**src/rtl/sum_splitter.sv**
```systemverilog
// sum_splitter
// ------------
// Takes one IN_W-bit total over a valid/ready load port and drains it as a
// stream of OUT_W-bit chunks over a valid/ready out port. Every chunk is
// min(remaining, 2^OUT_W-1). Summing the chunks in order gives back the loaded
// total exactly. A zero total still produces one beat, with out_data = 0.
//
// Ports
//   clk          rising-edge clock
//   rst          synchronous reset, active low (0 = reset)
//   load_valid   producer offers load_total
//   load_ready   splitter is idle and out of reset, so it can take a total
//   load_total   total to drain
//   out_valid    out_data/out_last hold a chunk
//   out_ready    consumer takes the chunk
//   out_data     chunk value
//   out_last     final chunk of the current total
//   busy         a total is being drained
//   chunk_count  chunks accepted for the current or last total
//   done         one-cycle pulse after the last chunk is accepted
//
// sum_splitter_chk is a passive checker that watches the splitter's internal
// invariants. It is instantiated from the top and has no outputs.

module sum_splitter_chk #(
  parameter int IN_W  = 16,
  parameter int OUT_W = 8
) (
  input logic             clk,
  input logic             rst,
  input logic             out_valid,
  input logic             out_ready,
  input logic [OUT_W-1:0] out_data,
  input logic             out_last,
  input logic             load_ready,
  input logic             done,
  input logic [IN_W-1:0]  remaining
);

  // An offered chunk stays put until the consumer takes it.
  a_hold_stable: assert property (@(posedge clk) disable iff (!rst)
    (out_valid && !out_ready) |=> (out_valid && $stable(out_data) && $stable(out_last)));

  // A chunk never exceeds what is left, so the subtraction cannot wrap.
  a_no_underflow: assert property (@(posedge clk) disable iff (!rst)
    out_valid |-> ({{(IN_W-OUT_W){1'b0}}, out_data} <= remaining));

  // The final chunk carries exactly the remainder.
  a_last_exact: assert property (@(posedge clk) disable iff (!rst)
    (out_valid && out_last) |-> ({{(IN_W-OUT_W){1'b0}}, out_data} == remaining));

  // Load and out sides never overlap.
  a_no_overlap: assert property (@(posedge clk) disable iff (!rst)
    !(load_ready && out_valid));

  // done appears only in an idle cycle.
  a_done_idle: assert property (@(posedge clk) disable iff (!rst)
    done |-> !out_valid);

endmodule

module sum_splitter #(
  parameter int IN_W  = 16,
  parameter int OUT_W = 8,
  parameter int CNT_W = 9
) (
  input  logic             clk,
  input  logic             rst,
  input  logic             load_valid,
  output logic             load_ready,
  input  logic [IN_W-1:0]  load_total,
  output logic             out_valid,
  input  logic             out_ready,
  output logic [OUT_W-1:0] out_data,
  output logic             out_last,
  output logic             busy,
  output logic [CNT_W-1:0] chunk_count,
  output logic             done
);

  // Largest chunk, widened to the total's width for comparisons.
  localparam logic [IN_W-1:0] CHUNK_MAX = {{(IN_W-OUT_W){1'b0}}, {OUT_W{1'b1}}};

  typedef enum logic [0:0] {
    ST_IDLE  = 1'b0,
    ST_DRAIN = 1'b1
  } state_t;

  // Chunk to emit for a given remainder: saturates at the chunk maximum.
  function automatic logic [OUT_W-1:0] chunk_of(input logic [IN_W-1:0] rem);
    if (rem > CHUNK_MAX) begin
      chunk_of = {OUT_W{1'b1}};
    end else begin
      chunk_of = rem[OUT_W-1:0];
    end
  endfunction

  // A remainder that fits in one chunk is the final chunk.
  function automatic logic is_last(input logic [IN_W-1:0] rem);
    is_last = (rem <= CHUNK_MAX);
  endfunction

  state_t             state_r,       state_nxt_s;
  logic [IN_W-1:0]    remaining_r,   remaining_nxt_s;
  logic               out_valid_r,   out_valid_nxt_s;
  logic [OUT_W-1:0]   out_data_r,    out_data_nxt_s;
  logic               out_last_r,    out_last_nxt_s;
  logic               busy_r,        busy_nxt_s;
  logic [CNT_W-1:0]   chunk_count_r, chunk_count_nxt_s;
  logic               done_r,        done_nxt_s;
  logic               load_ready_s;
  logic [IN_W-1:0]    rem_after_s;

  // What is left once the chunk on out_data has been taken. It is only used
  // on an out handshake, where out_data <= remaining always holds.
  assign rem_after_s = remaining_r - {{(IN_W-OUT_W){1'b0}}, out_data_r};

  // Next-state and next-output logic. Outputs are precomputed here so that
  // every out_* value comes from a register.
  always_comb begin
    state_nxt_s       = state_r;
    remaining_nxt_s   = remaining_r;
    out_valid_nxt_s   = out_valid_r;
    out_data_nxt_s    = out_data_r;
    out_last_nxt_s    = out_last_r;
    busy_nxt_s        = busy_r;
    chunk_count_nxt_s = chunk_count_r;
    done_nxt_s        = 1'b0;
    load_ready_s      = 1'b0;

    case (state_r)
      ST_IDLE: begin
        // Held low while rst is asserted, so a total offered during reset is
        // never taken.
        load_ready_s = rst;
        if (load_valid && rst) begin
          state_nxt_s       = ST_DRAIN;
          remaining_nxt_s   = load_total;
          out_valid_nxt_s   = 1'b1;
          out_data_nxt_s    = chunk_of(load_total);
          out_last_nxt_s    = is_last(load_total);
          busy_nxt_s        = 1'b1;
          chunk_count_nxt_s = {CNT_W{1'b0}};
        end else begin
          out_valid_nxt_s = 1'b0;
          busy_nxt_s      = 1'b0;
        end
      end

      ST_DRAIN: begin
        if (out_ready) begin
          remaining_nxt_s   = rem_after_s;
          chunk_count_nxt_s = chunk_count_r + {{(CNT_W-1){1'b0}}, 1'b1};
          if (out_last_r) begin
            state_nxt_s     = ST_IDLE;
            out_valid_nxt_s = 1'b0;
            out_data_nxt_s  = {OUT_W{1'b0}};
            out_last_nxt_s  = 1'b0;
            busy_nxt_s      = 1'b0;
            done_nxt_s      = 1'b1;
          end else begin
            out_data_nxt_s = chunk_of(rem_after_s);
            out_last_nxt_s = is_last(rem_after_s);
          end
        end else begin
          // Stalled: every output holds its value.
          out_valid_nxt_s = 1'b1;
        end
      end

      default: begin
        state_nxt_s     = ST_IDLE;
        remaining_nxt_s = {IN_W{1'b0}};
        out_valid_nxt_s = 1'b0;
        out_data_nxt_s  = {OUT_W{1'b0}};
        out_last_nxt_s  = 1'b0;
        busy_nxt_s      = 1'b0;
      end
    endcase
  end

  // State and output registers with synchronous active-low reset.
  always_ff @(posedge clk) begin
    if (!rst) begin
      state_r       <= ST_IDLE;
      remaining_r   <= {IN_W{1'b0}};
      out_valid_r   <= 1'b0;
      out_data_r    <= {OUT_W{1'b0}};
      out_last_r    <= 1'b0;
      busy_r        <= 1'b0;
      chunk_count_r <= {CNT_W{1'b0}};
      done_r        <= 1'b0;
    end else begin
      state_r       <= state_nxt_s;
      remaining_r   <= remaining_nxt_s;
      out_valid_r   <= out_valid_nxt_s;
      out_data_r    <= out_data_nxt_s;
      out_last_r    <= out_last_nxt_s;
      busy_r        <= busy_nxt_s;
      chunk_count_r <= chunk_count_nxt_s;
      done_r        <= done_nxt_s;
    end
  end

  assign load_ready  = load_ready_s;
  assign out_valid   = out_valid_r;
  assign out_data    = out_data_r;
  assign out_last    = out_last_r;
  assign busy        = busy_r;
  assign chunk_count = chunk_count_r;
  assign done        = done_r;

  sum_splitter_chk #(
    .IN_W  (IN_W),
    .OUT_W (OUT_W)
  ) u_chk (
    .clk        (clk),
    .rst        (rst),
    .out_valid  (out_valid_r),
    .out_ready  (out_ready),
    .out_data   (out_data_r),
    .out_last   (out_last_r),
    .load_ready (load_ready_s),
    .done       (done_r),
    .remaining  (remaining_r)
  );

endmodule

```
**config.mk**
```make
export PLATFORM = sky130hd
export DESIGN_NAME = sum_splitter
export DESIGN_NICKNAME = d
export VERILOG_FILES = /design/src/rtl/sum_splitter.sv
export SDC_FILE = /design/constraint.sdc
export NUM_CORES = 1
export LEC_CHECK = 0
export CORE_UTILIZATION = 40
export DETAILED_ROUTE_END_ITERATION = 12
export GPL_ROUTABILITY_DRIVEN = 0
export GPL_TIMING_DRIVEN = 0
export PLACE_DENSITY = 0.73
export RECOVER_POWER = 50
export SYNTH_ARGS = -nofsm -noshare
export SYNTH_HDL_FRONTEND = slang
export SYNTH_SLANG_ARGS = --single-unit
```
**constraint.sdc**
```tcl
create_clock -name clk -period 3 [get_ports clk]
set_input_delay 0.6 -clock clk [delete_from_list [all_inputs] [get_ports clk]]
set_output_delay 0.6 -clock clk [all_outputs]
set_load 0.05 [all_outputs]
```
# --- Word-level counts from Yosys, hierarchy flattened ---
# Index checks and enable logic that the tools add are counted.
word_totals:
  reg_bits: 38
  latchBits: 0
  mem_bits_rw: 0
  rom_bits: 0
  input_bits: 20
  out_inout_bits: 22
  word_cells: 50
  mem_count: 0
classes:
  addsub: 2
  mul: 0
  n_div: 0
  n_lt_le_gt_ge: 4
  eq_ne: 4
  shift: 0
  mux: 27
  n_bitwise: 1
  reduce_logical: 4
op_table:
  columns: ["operator", "count"]
  rows:
  - ["$mux W8", 5]
  - ["$gt A16 B8 Y1 const B", 2]
  - ["$le A16 B8 Y1 const B", 2]
  - ["$mux W16", 2]
  - ["$pmux W16 S2", 1]
  - ["$mux W9", 2]
  - ["$pmux W9 S2", 1]
  - ["$pmux W8 S2", 1]
  - ["$sub A16 B8 Y16", 1]
  - ["$mux W1", 11]
  - ["$add A9 B1 Y9 const B", 1]
  - ["$pmux W1 S2", 4]
  - ["$ne A2 B2 Y1 const B", 2]
  - ["$reduce_and A2 Y1", 2]
  - ["$ne A3 B2 Y1 const B", 1]
  - ["$reduce_and A3 Y1", 1]
  - ["$ne A2 B1 Y1 const B", 1]
  - ["$logic_and A1 B1 Y1", 1]
  - ["$not A1 Y1", 1]

# --- Logic depth before layout (Yosys ltp) ---
logic_depth:
  word_depth: 6
  mapped_depth: 11

# --- Worst setup path before layout ---
# OpenSTA, ideal clock, no wires.
synth_timing:
  path_kind: "register to register"
  startpoint: "register out_data_r[0] (netlist: out_data[0])"
  endpoint: "register out_data_r[2] (netlist: out_data[2])"
  arrival_time_ns: 2.971
  required_ns: 2.878
  setup_slack_ns: -0.093
  path_stages_with_launch: 11
  path_cell_list: "dfxtp_1 > ha_1 > inv_1 > fa_1 > a21o_1 > a221oi_1 > mux2i_1 > a2111o_1 > buf_6 > nor4b_1 > o21ai_1"
synth_between:
  elab_chain_cells: 6
synth_lines:
  columns: ["item", "line_no", "source"]
  rows:
  - ["from (decl)", "106", "logic [OUT_W-1:0] out_data_r, out_data_nxt_s;"]
  - ["from (signal assigned)", "188", "out_data_r <= {OUT_W{1'b0}};"]
  - ["from (signal assigned)", "197", "out_data_r <= out_data_nxt_s;"]
  - ["$sub A16 B8 Y16 (*)", "116", "assign rem_after_s = remaining_r - {{(IN_W-OUT_W){1'b0}}, out_data_r};"]
  - ["$gt A16 B8 Y1", "91", "if (rem > CHUNK_MAX) begin"]
  - ["$mux W8 (*)", "91", null]
  - ["$mux W8 (*)", "154", "if (out_last_r) begin"]
  - ["$mux W8 (*)", "151", "if (out_ready) begin"]
  - ["$pmux W8 S2 (*)", "131", "case (state_r)"]
# Mark *: on every way between the ends. The rest lies on a longest branch, timed or not. The select of a mux whose other input is x is not followed.
# A chain may end at the register's enable or synchronous reset.

# --- Worst setup path after layout ---
layout_timing:
  startpoint: "input load_valid"
  endpoint: "register out_data_r[1] (netlist: out_data[1])"
layout_between:
  elab_chain_cells: 3
layout_lines:
  columns: ["item", "line_no", "source"]
  rows:
  - ["from (decl)", "69", "input logic load_valid,"]
  - ["$logic_and A1 B1 Y1", "136", "if (load_valid && rst) begin"]
  - ["$ne A2 B2 Y1 (no line)", null, null]
  - ["$reduce_and A2 Y1 (no line)", null, null]
# No other way between the ends.

==> impl_metrics.env <==
export IMPL_diodes=0
export IMPL_core_area_um2=5540
export IMPL_grtUsageMet2_pct=32.8
export IMPL_postCtsSetupRepairBufs=0
export IMPL_ff_latch_area_um2=761
export IMPL_min_period_over_period_pct=94.0
export IMPL_clkSinkCount=38
export IMPL_worst_pin_slew_ps=1110
export IMPL_clkTransAtPathRegs_ps=80
export IMPL_syn_nets=322
export IMPL_cts_max_level=2
export IMPL_multi_input_area_um2=1460
export IMPL_max_cap_violations=0
export IMPL_grt_overflow=0
export IMPL_cts_tree="yes"
export IMPL_firstDrtPassIters=5
export IMPL_path_class="in2reg"
export IMPL_grt_start_max_net_pins=13
export IMPL_path_max_fanout=8
export IMPL_setup_ws_ps=179
export IMPL_holdBufCountCts=0
export IMPL_end_kind="flip-flop"
export IMPL_fin_nets=369
export IMPL_routed_wl_um=6310
export IMPL_grt_pass1_vias=2123
export IMPL_hold_ws_ps=465
export IMPL_yosysTopAreaCell="dfxtp_1"
export IMPL_post_drt_via_cell_ratio=5.73
export IMPL_drv_slew=0
export IMPL_path_buf_inv=1
export IMPL_syn_inst=292
export IMPL_leakage_nw=1.15
export IMPL_die_area_um2=6100
export IMPL_grt_usage_pct=21.7
export IMPL_num_vias=2359
export IMPL_synth_top_area_share_pct=32.8
export IMPL_syn_to_final_growth_pct=26.1
export IMPL_syn_cell_area_um2=2320
export IMPL_cp_top_family="compound AO/OA/AOI/OAI gates"
export IMPL_die_y_um=78.1
export IMPL_busiest_layer="met2"
export IMPL_pin_count=42
export IMPL_ant_nets=0
export IMPL_period_needed_ps=2820
export IMPL_final_layout_size_suffix_gt1_share_pct=6.76
export IMPL_antenna_found_initial=0
export IMPL_postLayoutCoreUtil_pct=52.7
export IMPL_die_width_um=78.1
export IMPL_slowest_stage="a211oi_1"
export IMPL_worst_ep_required_time_ps=3230
export IMPL_synth_edf_count=0
export IMPL_cts_made_buffers=5
export IMPL_dominantRegCellSynth="dfxtp_1"
export IMPL_design_area_um2=2920
export IMPL_status="finished, final reports clean"
export IMPL_dpl_hpwl_um=4440
export IMPL_yosys_warnings=0
export IMPL_cts_root_buffer="clkbuf_8"
export IMPL_peakVddDrop_v=0.000207
export IMPL_initial_core_util_pct=41.8
export IMPL_synth_seq_area_share_pct=32.8
export IMPL_crit_path_frequent_cell="o21ai_0"
export IMPL_gr_usage_met3_pct=4.42
export IMPL_slew_headroom_pct=25.4
export IMPL_fillers=550
export IMPL_hold_viol=0
export IMPL_port_buffer_count=40
export IMPL_max_freq_mhz=354
export IMPL_fin_tns_setup_ps=0
export IMPL_drtIter0Drc=210
export IMPL_avgSynthCellArea_um2=7.93
export IMPL_path_cells="clkdlybuf4s50_1 > nor2b_1 > and2_0 > nor2_1 > a211oi_1 > o21ai_0 > o21ai_0"
export IMPL_grt_pass1_wl_um=10300
export IMPL_synthTopCellsByArea="dfxtp_1, o21ai_0, nand2_1"
export IMPL_cts_buffer_depth=2
export IMPL_clock_skew_ps=2.94
export IMPL_power_density_nw_per_um2=548
export IMPL_rsz0062_at_grt="false"
export IMPL_setup_viol=0
export IMPL_final_cell_mix="dfxtp_1, nand2_1, o21ai_0, nor2_1, a21oi_1"
export IMPL_arrival_ps=3050
export IMPL_ctsResizeCount=2
export IMPL_async_flop_share_pct=0
export IMPL_drt_wirelength_per_cell_um=15.3
export IMPL_rows=27
export IMPL_clk_latency_ps=300
export IMPL_synth_distinct_cells=48
export IMPL_max_stage_delay_ps=880
export IMPL_ys_seq_elements=38
export IMPL_grt_util_met1_pct=30.6
export IMPL_hp_class="reg2reg"
export IMPL_start_kind="input pin"
export IMPL_place_worst_setup_slack_ps=-339
export IMPL_drc_errors=0
export IMPL_final_common_cell="dfxtp_1"
export IMPL_place_area_um2=2810
==> synth_stat cells, drive strengths merged (4+ instances only) <==
library cell,number
a21oi,22
or3,4
o21ai,28
nand2,33
clkbuf,12
xnor2,4
dfxtp,38
o22ai,4
mux2i,10
nor4,9
and3,5
o21a,4
nor2,22
nand3,6
a211oi,8
inv,12
o211ai,4
xor2,6
ha,9
nand4,5
a21o,7
==> where the power goes <==
group / switching, mW / leakage, nW / internal, mW
registers: 0.0309 / 0.312 / 0.543
clock network: 0.201 / 0.0472 / 0.185
logic: 0.392 / 0.790 / 0.249
total: 0.624 / 1.15 / 0.977
==> flip-flops by register name, summed over array words and instances, names as in the netlist <==
signal       cells
busy             1
chunk_count      9
done             1
out_data         8
out_last         1
out_valid        1
remaining_r     16
state_r          1
==> logic make-up (layout without fill, tap and decap cells) <==
logic type,count (synthesis),count (layout),synth area share [%]
AOI/OAI and AO/OA,95,95,26.1
and+or+nand+nor,100,100,21.2
buffers and inverters,27,75,5.02
adders and majority gates,10,10,5.73
DFF,38,38,32.8
xor gates and xnor gates,10,10,3.78
muxes,12,12,5.29
==> worst register-to-register path, cell delays in order (launching register included) <==
cell	delay, ps
dfxtp_1	340
inv_1	50
ha_1	270
clkbuf_1	210
a21o_1	260
a211o_1	300
a221o_1	350
a2111o_1	360
buf_6	160
nor4b_1	270
o21ai_1	80
==> final timing paths <==
path / slack [ps] / startpoint / endpoint / cells after the start
min: 460 / busy$_SDFFE_PN0P_ / busy$_SDFFE_PN0P_ / 1
max reg2reg: 220 / out_data[6]$_SDFFE_PN0P_ / out_data[2]$_SDFFE_PN0P_ / 10
max: 180 / load_valid / out_data[1]$_SDFFE_PN0P_ / 7
min reg2reg: 460 / busy$_SDFFE_PN0P_ / busy$_SDFFE_PN0P_ / 1
==> area by class of cell <==
cell class / count / share of cell area (%)
Clock inverter: 2 / 0.428
Clock buffer: 6 / 2.83
Sequential cell: 38 / 26.0
Multi-Input combinational cell: 227 / 50.1
Timing Repair Buffer: 40 / 13.5
Tap cell: 72 / 3.08
Buffer: 14 / 2.31
Inverter: 13 / 1.71
==> metrics by stage <==
stage | power, mW | std cells
finish | 1.60 | 412
floorplan | 1.04 | 292
global route | 1.70 | 412
detailed placement | 1.20 | 404
global placement | 1.19 | 404
CTS | 1.58 | 412
==> routing by layer <==
metal / wire, um / vias up
met4: 105 / 0
met3: 349 / 11
li1: - / 1161
met1: 3020 / 1104
met2: 2840 / 83
met5: 0 / -
No activity file was read; power rests on OpenSTA's default activity.
